File: config.mk
export PLATFORM = sky130hd
export DESIGN_NAME = load_align_unit
export DESIGN_NICKNAME = d
export VERILOG_FILES = /design/src/rtl/load_pkg.sv /design/src/rtl/load_extend.sv /design/src/rtl/load_align_unit.sv
export SDC_FILE = /design/constraint.sdc
export NUM_CORES = 1
export LEC_CHECK = 0
export CAP_MARGIN = 30
export CORE_UTILIZATION = 25
export DETAILED_ROUTE_END_ITERATION = 6
export PLACE_DENSITY = 0.45
export SYNTH_ARGS = -nofsm -noshare
export SYNTH_HDL_FRONTEND = slang
export SYNTH_SLANG_ARGS = --single-unit
File: constraint.sdc
create_clock -name clk -period 5.12 [get_ports clk]
set_clock_uncertainty 0.2 [all_clocks]
set_input_delay 1.024 -clock clk [delete_from_list [all_inputs] [get_ports clk]]
set_output_delay 1.024 -clock clk [all_outputs]
set_load 0.05 [all_outputs]
File: src/rtl/load_pkg.sv
// Shared types and helpers for the MEM-stage load unit.
// LOAD_MISALIGN_EN adds the second-read state used by spanning accesses.
package load_pkg;

  typedef enum logic [2:0] {
    OP_LB  = 3'b000,
    OP_LH  = 3'b001,
    OP_LW  = 3'b010,
    OP_LD  = 3'b011,
    OP_LBU = 3'b100,
    OP_LHU = 3'b101,
    OP_LWU = 3'b110
  } load_op_e;

  typedef enum logic [2:0] {
    ST_IDLE   = 3'd0,
    ST_ISSUE0 = 3'd1,
    ST_CAP0   = 3'd2,
`ifdef LOAD_MISALIGN_EN
    ST_CAP1   = 3'd4,
`endif
    ST_RESP   = 3'd3
  } load_state_e;

  // Access size in bytes: 1, 2, 4 or 8 from the low two op bits.
  function automatic logic [3:0] op_size_bytes(input logic [2:0] op);
    return 4'd1 << op[1:0];
  endfunction

endpackage

File: src/rtl/load_extend.sv
// Extracts the addressed byte/half/word/double from a two-word window and
// sign- or zero-extends it to XLEN.
module load_extend
  import load_pkg::*;
#(
  parameter int unsigned XLEN = 32
) (
  input  logic [2*XLEN-1:0]         dword_i,
  input  logic [$clog2(XLEN/8)-1:0] off_i,
  input  logic [2:0]                op_i,
  output logic [XLEN-1:0]           result_o
);

  logic [XLEN-1:0] shifted;
  logic [XLEN-1:0] keep;
  logic            msb;

  always_comb begin
    shifted = XLEN'(dword_i >> {off_i, 3'b000});
    keep    = '1;
    msb     = 1'b0;
    case (op_size_bytes(op_i))
      4'd1: begin keep = XLEN'(8'hFF);         msb = shifted[7];  end
      4'd2: begin keep = XLEN'(16'hFFFF);      msb = shifted[15]; end
      4'd4: begin keep = XLEN'(32'hFFFF_FFFF); msb = shifted[31]; end
      default: ;
    endcase
    // op bit 2 selects the unsigned variants
    result_o = (shifted & keep) | (~keep & {XLEN{msb & ~op_i[2]}});
  end

endmodule

File: src/rtl/load_align_unit.sv
// Sequenced MEM-stage load unit: one or two aligned reads, extract, extend.
// Define LOAD_MISALIGN_EN to support loads that span two memory words.
module load_align_unit
  import load_pkg::*;
#(
  parameter int unsigned XLEN   = 32,
  parameter int unsigned ADDR_W = 32
) (
  input  logic              clk,
  input  logic              rst,
  input  logic              req_valid,
  output logic              req_ready,
  input  logic [ADDR_W-1:0] req_addr,
  input  logic [2:0]        req_op,
  input  logic [4:0]        req_tag,
  output logic              mem_rd_en,
  output logic [ADDR_W-1:0] mem_addr,
  input  logic [XLEN-1:0]   mem_rdata,
  output logic              resp_valid,
  input  logic              resp_ready,
  output logic [XLEN-1:0]   resp_data,
  output logic [4:0]        resp_tag,
  output logic              resp_fault
);

  localparam int unsigned NBYTES = XLEN / 8;
  localparam int unsigned OFF_W  = $clog2(NBYTES);
`ifdef LOAD_MISALIGN_EN
  localparam bit MISALIGN_EN = 1'b1;
`else
  localparam bit MISALIGN_EN = 1'b0;
`endif

  function automatic logic op_legal(input logic [2:0] op);
    case (op)
      OP_LB, OP_LH, OP_LW, OP_LBU, OP_LHU: op_legal = 1'b1;
      OP_LD, OP_LWU:                       op_legal = (XLEN == 64);
      default:                             op_legal = 1'b0;
    endcase
  endfunction

  function automatic logic spans(input logic [OFF_W-1:0] off, input logic [2:0] op);
    return (5'(off) + 5'(op_size_bytes(op))) > 5'(NBYTES);
  endfunction

  load_state_e       state_q, state_d;
  logic [OFF_W-1:0]  off_q, off_d;
  logic [2:0]        op_q, op_d;
  logic [4:0]        tag_q, tag_d;
  logic [XLEN-1:0]   w0_q, w0_d;
  logic              rd_en_q, rd_en_d;
  logic [ADDR_W-1:0] mem_addr_q, mem_addr_d;
  logic              resp_valid_q, resp_valid_d;
  logic [XLEN-1:0]   resp_data_q, resp_data_d;
  logic [4:0]        resp_tag_q, resp_tag_d;
  logic              resp_fault_q, resp_fault_d;
  logic              fin;
  logic              span_req;
  logic [XLEN-1:0]   w0, w1, ext_data;

  assign span_req = spans(req_addr[OFF_W-1:0], req_op);

  // The word being captured this cycle feeds extraction directly.
  assign w0 = (state_q == ST_CAP0) ? mem_rdata : w0_q;
`ifdef LOAD_MISALIGN_EN
  logic span_cur;
  assign span_cur = spans(off_q, op_q);
  assign w1       = (state_q == ST_CAP1) ? mem_rdata : '0;
`else
  assign w1 = '0;
`endif

  load_extend #(.XLEN(XLEN)) u_extend (
    .dword_i  ({w1, w0}),
    .off_i    (off_q),
    .op_i     (op_q),
    .result_o (ext_data)
  );

  always_ff @(posedge clk or posedge rst) begin
    if (rst) begin
      state_q      <= ST_IDLE;
      off_q        <= '0;
      op_q         <= '0;
      tag_q        <= '0;
      w0_q         <= '0;
      rd_en_q      <= 1'b0;
      mem_addr_q   <= '0;
      resp_valid_q <= 1'b0;
      resp_data_q  <= '0;
      resp_tag_q   <= '0;
      resp_fault_q <= 1'b0;
    end else begin
      state_q      <= state_d;
      off_q        <= off_d;
      op_q         <= op_d;
      tag_q        <= tag_d;
      w0_q         <= w0_d;
      rd_en_q      <= rd_en_d;
      mem_addr_q   <= mem_addr_d;
      resp_valid_q <= resp_valid_d;
      resp_data_q  <= resp_data_d;
      resp_tag_q   <= resp_tag_d;
      resp_fault_q <= resp_fault_d;
    end
  end

  always_comb begin
    state_d      = state_q;
    off_d        = off_q;
    op_d         = op_q;
    tag_d        = tag_q;
    w0_d         = w0_q;
    rd_en_d      = 1'b0;
    mem_addr_d   = mem_addr_q;
    resp_valid_d = resp_valid_q;
    resp_data_d  = resp_data_q;
    resp_tag_d   = resp_tag_q;
    resp_fault_d = resp_fault_q;
    fin          = 1'b0;
    case (state_q)
      ST_IDLE: begin
        if (req_valid) begin
          off_d = req_addr[OFF_W-1:0];
          op_d  = req_op;
          tag_d = req_tag;
          if (!op_legal(req_op) || (span_req && !MISALIGN_EN)) begin
            state_d      = ST_RESP;
            resp_valid_d = 1'b1;
            resp_data_d  = '0;
            resp_tag_d   = req_tag;
            resp_fault_d = 1'b1;
          end else begin
            state_d    = ST_ISSUE0;
            rd_en_d    = 1'b1;
            mem_addr_d = {req_addr[ADDR_W-1:OFF_W], OFF_W'(0)};
          end
        end
      end
      ST_ISSUE0: begin
        state_d = ST_CAP0;
`ifdef LOAD_MISALIGN_EN
        // Second read goes out while the first word is being captured.
        if (span_cur) begin
          rd_en_d    = 1'b1;
          mem_addr_d = mem_addr_q + ADDR_W'(NBYTES);
        end
`endif
      end
      ST_CAP0: begin
        w0_d = mem_rdata;
`ifdef LOAD_MISALIGN_EN
        if (span_cur) state_d = ST_CAP1;
        else          fin     = 1'b1;
`else
        fin = 1'b1;
`endif
      end
`ifdef LOAD_MISALIGN_EN
      ST_CAP1: fin = 1'b1;
`endif
      ST_RESP: begin
        if (resp_ready) begin
          state_d      = ST_IDLE;
          resp_valid_d = 1'b0;
        end
      end
      default: state_d = ST_IDLE;
    endcase
    if (fin) begin
      state_d      = ST_RESP;
      resp_valid_d = 1'b1;
      resp_data_d  = ext_data;
      resp_tag_d   = tag_q;
      resp_fault_d = 1'b0;
    end
  end

  assign req_ready  = (state_q == ST_IDLE);
  assign mem_rd_en  = rd_en_q;
  assign mem_addr   = mem_addr_q;
  assign resp_valid = resp_valid_q;
  assign resp_data  = resp_data_q;
  assign resp_tag   = resp_tag_q;
  assign resp_fault = resp_fault_q;

endmodule

==> results of run 1 <==
[worst max-delay path, stage by stage]
cell             delay (ns)
clkdlybuf4s50_1        0.54
nor2_1                 0.06
ha_1                   0.20
fa_1                   0.45
nor2_1                 0.16
o211ai_1               0.16
a21oi_4                0.79
buf_4                  0.30
nand2_1                0.06
o21ai_1                0.07
[layout make-up]
| cell class | count | area, um2 |
|---|---|---|
| tap | 229 | 287 |
| inverter | 12 | 47.5 |
| fill | 1780 | 11500 |
| multi-input combinational | 242 | 1880 |
| timing repair buffer | 152 | 1530 |
| clock buffer | 9 | 225 |
| clock inverter | 5 | 78.8 |
| sequential | 107 | 2680 |
[logic make-up after synthesis]
family | Yosys count
flip-flops | 107
AND/OR/NAND/NOR | 93
multiplexers | 73
AO/OA/AOI/OAI | 71
buffers and inverters | 41
adder cells (fa/ha/maj) | 3
other | 1
[state kept, by name, indices dropped and copies added (netlist names)]
name,cells
op_q,3
mem_addr,30
resp_valid,1
state_q,2
resp_tag,5
mem_rd_en,1
off_q,2
resp_fault,1
w0_q,25
tag_q,5
resp_data,32
[cell usage after synthesis, drive strengths merged, types with 2 or more instances]
| cell type | instances |
|---|---|
| a21oi | 13 |
| a221o | 22 |
| a221oi | 7 |
| and2 | 3 |
| buf | 18 |
| clkbuf | 11 |
| dfrtp | 107 |
| ha | 2 |
| inv | 12 |
| mux2 | 59 |
| mux2i | 14 |
| nand2 | 31 |
| nand2b | 3 |
| nand3 | 2 |
| nor2 | 37 |
| nor2b | 3 |
| nor4 | 9 |
| o211ai | 9 |
| o21ai | 15 |
[where the power goes]
part	internal [mW]	switching, mW
clock network	0.424	0.313
logic	0.974	1.66
registers	1.23	0.250
total	2.63	2.22
[stage by stage]
step / std cells / power, mW / hold WS [ns]
finish: 756 / 4.85 / 0.277
global route: 756 / 5.15 / 0.308
CTS: 755 / 4.92 / 0.286
detailed placement: 741 / 4.15 / 0.269
global placement: 741 / 4.12 / 0.260
floorplan: 390 / 3.29 / 0.242
[how the worst min path moves through the flow]
stage | startpoint | end | slack, ns | cells after the start
2_1_floorplan | w0_q[15]$_DFF_PP0_ | w0_q[15]$_DFF_PP0_ | 0.24 | 2
3_3_place_gp | w0_q[7]$_DFF_PP0_ | w0_q[7]$_DFF_PP0_ | 0.26 | 2
3_5_place_dp | w0_q[7]$_DFF_PP0_ | w0_q[7]$_DFF_PP0_ | 0.27 | 2
4_1_cts | w0_q[7]$_DFF_PP0_ | w0_q[7]$_DFF_PP0_ | 0.29 | 2
5_1_grt | mem_addr[3]$_DFFE_PP0P_ | mem_addr[3]$_DFFE_PP0P_ | 0.31 | 1
6_report | w0_q[7]$_DFF_PP0_ | w0_q[7]$_DFF_PP0_ | 0.28 | 2
[layer usage]
metal  up-vias  wire length, um  share of wire [%]
met1      1727             6590                 49
met2       125             5870                 44
met4         0              209                1.6
met5         -                0                  0
li1       1668                -                  -
met3        12              701                5.2
[layout by cell type (no fill, tap or decap), drive strengths merged, types with 2 or more instances in the layout]
cell type | Yosys | routed
nor4 | 9 | 9
nand3 | 2 | 2
a221oi | 7 | 7
and2 | 3 | 3
buf | 18 | 6
conb | 1 | 2
nand2 | 31 | 31
a21oi | 13 | 13
bufinv | 0 | 2
mux2 | 59 | 59
nor2b | 3 | 3
mux2i | 14 | 14
ha | 2 | 2
o21ai | 15 | 15
inv | 12 | 13
clkdlybuf4s50 | 0 | 146
nor2 | 37 | 37
a221o | 22 | 22
nand2b | 3 | 3
dfrtp | 107 | 107
clkbuf | 11 | 9
clkinv | 0 | 2
o211ai | 9 | 9
==> impl_metrics.toml, run 1 <==
[critical_path]
setup.worst_path.end = "resp_tag[1]$_DFFE_PP0P_"
required_ns = 5.20
critPathArrivalTime_ns = 3.82
worstSetupStartpoint = "req_op[1]"
ff2ff_setup_slack_ns = 2.29
startpoint_type = "primary input"
reg2reg_from = "state_q[1]$_DFFE_PP0P_"
rr_endpoint = "resp_data[18]$_DFFE_PP0P_"
critical_path_class = "primary input to flop"
end_kind = "flop"
ff2ff_path_depth = 6
path_max_fanout = 33

[logic_synthesis]
synth_edf_count = 0
syn_area_um2 = 4730
yosys.area_share.simple_pct = 8.94
synth_area_leaders = "dfrtp_1, mux2_1, a221o_1, mux2_2, mux2i_1"
synth_top_area_share_pct = 56.6
async_reset_ff_share_pct = 100
synth_fa_ha_area_share_pct = 0.952
synth-xor-area-share_pct = 0
synth_cell_type_count = 39
avgSynthCellArea_um2 = 12.2
ys_ff_latch = 107
synth-main-ff-cell = "dfrtp_1"
synth_top_family_by_area = "multiplexers"
ys_seq_area_share_pct = 56.6
yosysWarnings = 0
yosysTopAreaCell = "dfrtp_1"
synth_cells = 389
muxShareOfSynthArea_pct = 17.2
synth-compound-area-share_pct = 11.9

[drt]
drt_iter0_drc = 123
firstDrtPassIters = 4
antenna_left = 0
via_per_inst = 4.67
routed_wl_um = 13400
vias = 3532
drc = 0
routedWlPerCell_um = 17.7

[clocking]
post_cts_buffers = 0
clkTransAtPathRegs_ns = 0.07
cts_buffers = 9
postCtsResizedCells = 0
htreeDepth = 3
cts-hold-fix-buffers = 0
cts_root_buf = "clkbuf_16"
cts_tree = "yes"
insertion_delay_ns = 0.35
cts.path.max_buffers = 2
cts.sinks = 107

[floorplanning]
num_rows = 49
pin_count = 149
dieArea_um2 = 19500
core_um2 = 18300
die_y_um = 140
dieWidth_um = 140
start_util_pct = 25.9

[sta]
finalSetupViolCount = 0
timing.final.max_slew_violations = 0
slew-limit-headroom_pct = 37.3
rsz0062_at_grt = "no"
worstMarginPinSlew_ns = 0.938
fin_crit_sh_pct = 73.2
timing.final.crit_period_ns = 3.75
hold_viol_final = 0
tns_ns = 0
postLayoutSetupSlackWorst_ns = 1.37
timing.fmax_mhz = 267

[pwr]
peakVddDrop_mv = 0.282
power.leakage_nw = 2.85
powerDensity_nw_per_um2 = 722

[grt]
grt_use_total_pct = 14.2
grtUsageMet1_pct = 20.1
grt_max_degree = 76
grt_busiest_layer = "met2"
grt_pass1_vias = 3676
met3_usage_pct = 3.03
grt-ovfl-total = 0
grt_pass1_wl_um = 21300
met2_usage_pct = 21.3
grt_antenna_before_repair = 0

[finish]
stdcell_area_um2 = 6720
fin_util_pct = 36.8
antenna_cells = 0
nets = 603
drive_gt1_share_pct = 9.11
area_growth_pct = 42.2

[placement]
post_dp_cell_area_um2 = 6390
gp_congestion = 0.777
dp_slack_ns = 0.960
io_buffers = 146
hpwlAfterDp_um = 9710

[status]
status = "finished, final reports clean"

[job]
max_cap_violations = 0

[worst_hold_path]
hold_path_class = "flop to flop"
Power figures use the tool's default switching activity.
==> inputs of run 2 (changes only) <==
Settings changed: PLACE_DENSITY 0.45 to 0.47.
Clock period 5.12 ns to 3.12 ns, I/O delays scaled along.
==> run 2 against run 1 <==
Sequential power rose by 61%. Worst hold slack better by 0.0076 ns. First-iteration DRC count is 41% higher. Wire length down 0.15%. Flip-flop and latch count is the same. Register-to-register slack lost 1.7 ns. Largest cell class unchanged.
==> impl_metrics.toml, run 2 (synthesis gave the netlist of run 1 again) <==
[status]
status = "finished, final reports clean"

[clocking]
clkTransAtPathRegs_ns = 0.07
postCtsResizedCells = 0
htreeDepth = 3
cts.path.max_buffers = 2
cts_buffers = 9
cts_tree = "yes"
cts.sinks = 107
insertion_delay_ns = 0.35
cts_root_buf = "clkbuf_16"
post_cts_buffers = 0
cts-hold-fix-buffers = 0

[critical_path]
path_cells = "clkdlybuf4s50_1 -> nor2_1 -> ha_1 -> fa_1 -> nor2_1 -> o211a_2 -> o21ai_4 -> buf_12 -> mux2_1"
ff2ff_path_depth = 5
startpoint_type = "primary input"
ff2ff_setup_slack_ns = 0.62
critical_path_class = "primary input to flop"
required_ns = 3.14
path_common_cell = "nor2_1"
path_max_fanout = 31
slowest_delay_ns = 0.53
end_kind = "flop"
cp_slowest_cell = "clkdlybuf4s50_1"
rr_endpoint = "resp_data[25]$_DFFE_PP0P_"
reg2reg_from = "state_q[0]$_DFFE_PP0P_"
critPathArrivalTime_ns = 3.02

[finish]
fin_util_pct = 37.6
area_growth_pct = 45.3
fillers = 1793
final_common_cell = "clkdlybuf4s50_1"
antenna_cells = 0
most-common-layout-cells = "clkdlybuf4s50_1, dfrtp_1, mux2_1"
drive_gt1_share_pct = 11.8
stdcell_area_um2 = 6870
nets = 617
largest_reg_flops = 32
fin_cells = 772

[floorplanning]
core_um2 = 18300
dieArea_um2 = 19500
start_util_pct = 25.9
pin_count = 149
dieWidth_um = 140
num_rows = 49
die_y_um = 140

[grt]
grt_use_total_pct = 14.1
grt_max_degree = 34
grt-ovfl-total = 0
grt_antenna_before_repair = 0
grt_pass1_vias = 3791
grt_pass1_wl_um = 21300

[sta]
timing.fmax_mhz = 333
timing.final.crit_period_ns = 3.00
whs_ns = 0.284
hold_viol_final = 0
fin_crit_sh_pct = 96.2
finalSetupViolCount = 0
tns_ns = 0
timing.final.max_slew_violations = 0
rsz0062_at_grt = "no"
worstMarginPinSlew_ns = 0.656
slew-limit-headroom_pct = 56.3
postLayoutSetupSlackWorst_ns = 0.119

[placement]
post_dp_cell_area_um2 = 6560
hpwlAfterDp_um = 10100
dp.cells = 756
gp_congestion = 0.722
dp_slack_ns = -0.238
io_buffers = 146

[pwr]
netSwitchingPower_mw = 3.70
clkPwrFrac_pct = 15.1
seqPwrFrac_pct = 29.6
p_total_mw = 8.07
powerDensity_nw_per_um2 = 1170
p_sw_share_pct = 45.8
power.leakage_nw = 2.93
power_frac_comb_pct = 55.4
internal_power_mw = 4.38
peakVddDrop_mv = 0.447

[drt]
routed_wl_um = 13400
vias = 3608
via_per_inst = 4.67
antenna_left = 0
firstDrtPassIters = 4
routedWlPerCell_um = 17.3
drc = 0
drt_iter0_drc = 174

[worst_hold_path]
hp-start = "w0_q[7]$_DFF_PP0_"
hold_path_class = "flop to flop"
holdPathEnd = "w0_q[7]$_DFF_PP0_"
worstHoldPathCells = 2

[job]
max_cap_violations = 0
## run 2: cell count changes in the layout (fill, tap and decap cells not counted), sizes merged
cell      change
buf          +14
bufinv        -1
clkbuf        +1
clkinv        -2
clkinvlp      +2
inv           +2
## run 2: layout make-up
cell class,count,area [um2],share of cell area (%)
Sequential cell,107,2680,39.0
Multi-Input combinational cell,242,1880,27.4
Timing Repair Buffer,166,1660,24.2
Tap cell,229,287,4.17
Clock buffer,10,239,3.48
Clock inverter,6,77.6,1.13
Inverter,12,48.8,0.710
## run 2: layer usage
metal | global-route usage (%) | vias up | part of all wire [%]
met1 | 19.4 | 1788 | 48
met5 | 0 | - | 0
met4 | 4.05 | 0 | 1.0
met2 | 22.3 | 119 | 45
met3 | 3.13 | 6 | 5.3
li1 | - | 1695 | -
## run 2: worst max path at each step
stage	startpoint	to	slack (ns)
3_5_place_dp	req_op[0]	mem_addr[23]$_DFFE_PP0P_	-0.24
6_report	req_op[0]	mem_addr[23]$_DFFE_PP0P_	0.12
4_1_cts	req_op[0]	mem_addr[23]$_DFFE_PP0P_	0.12
5_1_grt	req_op[0]	resp_data[23]$_DFFE_PP0P_	0.01
2_1_floorplan	req_op[0]	mem_addr[2]$_DFFE_PP0P_	0.39
3_3_place_gp	req_op[0]	mem_addr[17]$_DFFE_PP0P_	-0.17
## run 2: power by group through the flow
| stage | logic, mW | clock network, mW | registers [mW] |
|---|---|---|---|
| 6_report | 4.47 | 1.22 | 2.39 |
| 5_1_grt | 4.76 | 1.32 | 2.48 |
| 3_5_place_dp | 4.49 | 0 | 2.43 |
| 4_1_cts | 4.51 | 1.27 | 2.40 |
| 2_1_floorplan | 1.77 | 0 | 3.63 |
| 3_3_place_gp | 4.46 | 0 | 2.40 |
## run 2: worst max-delay path, delay by kind of cell
| kind | cells | cell delay, ns |
|---|---|---|
| simple gates | 2 | 0.13 |
| buf+inv | 2 | 0.74 |
| mux | 1 | 0.36 |
| compound gates | 2 | 0.42 |
| fa+ha+maj | 2 | 0.70 |
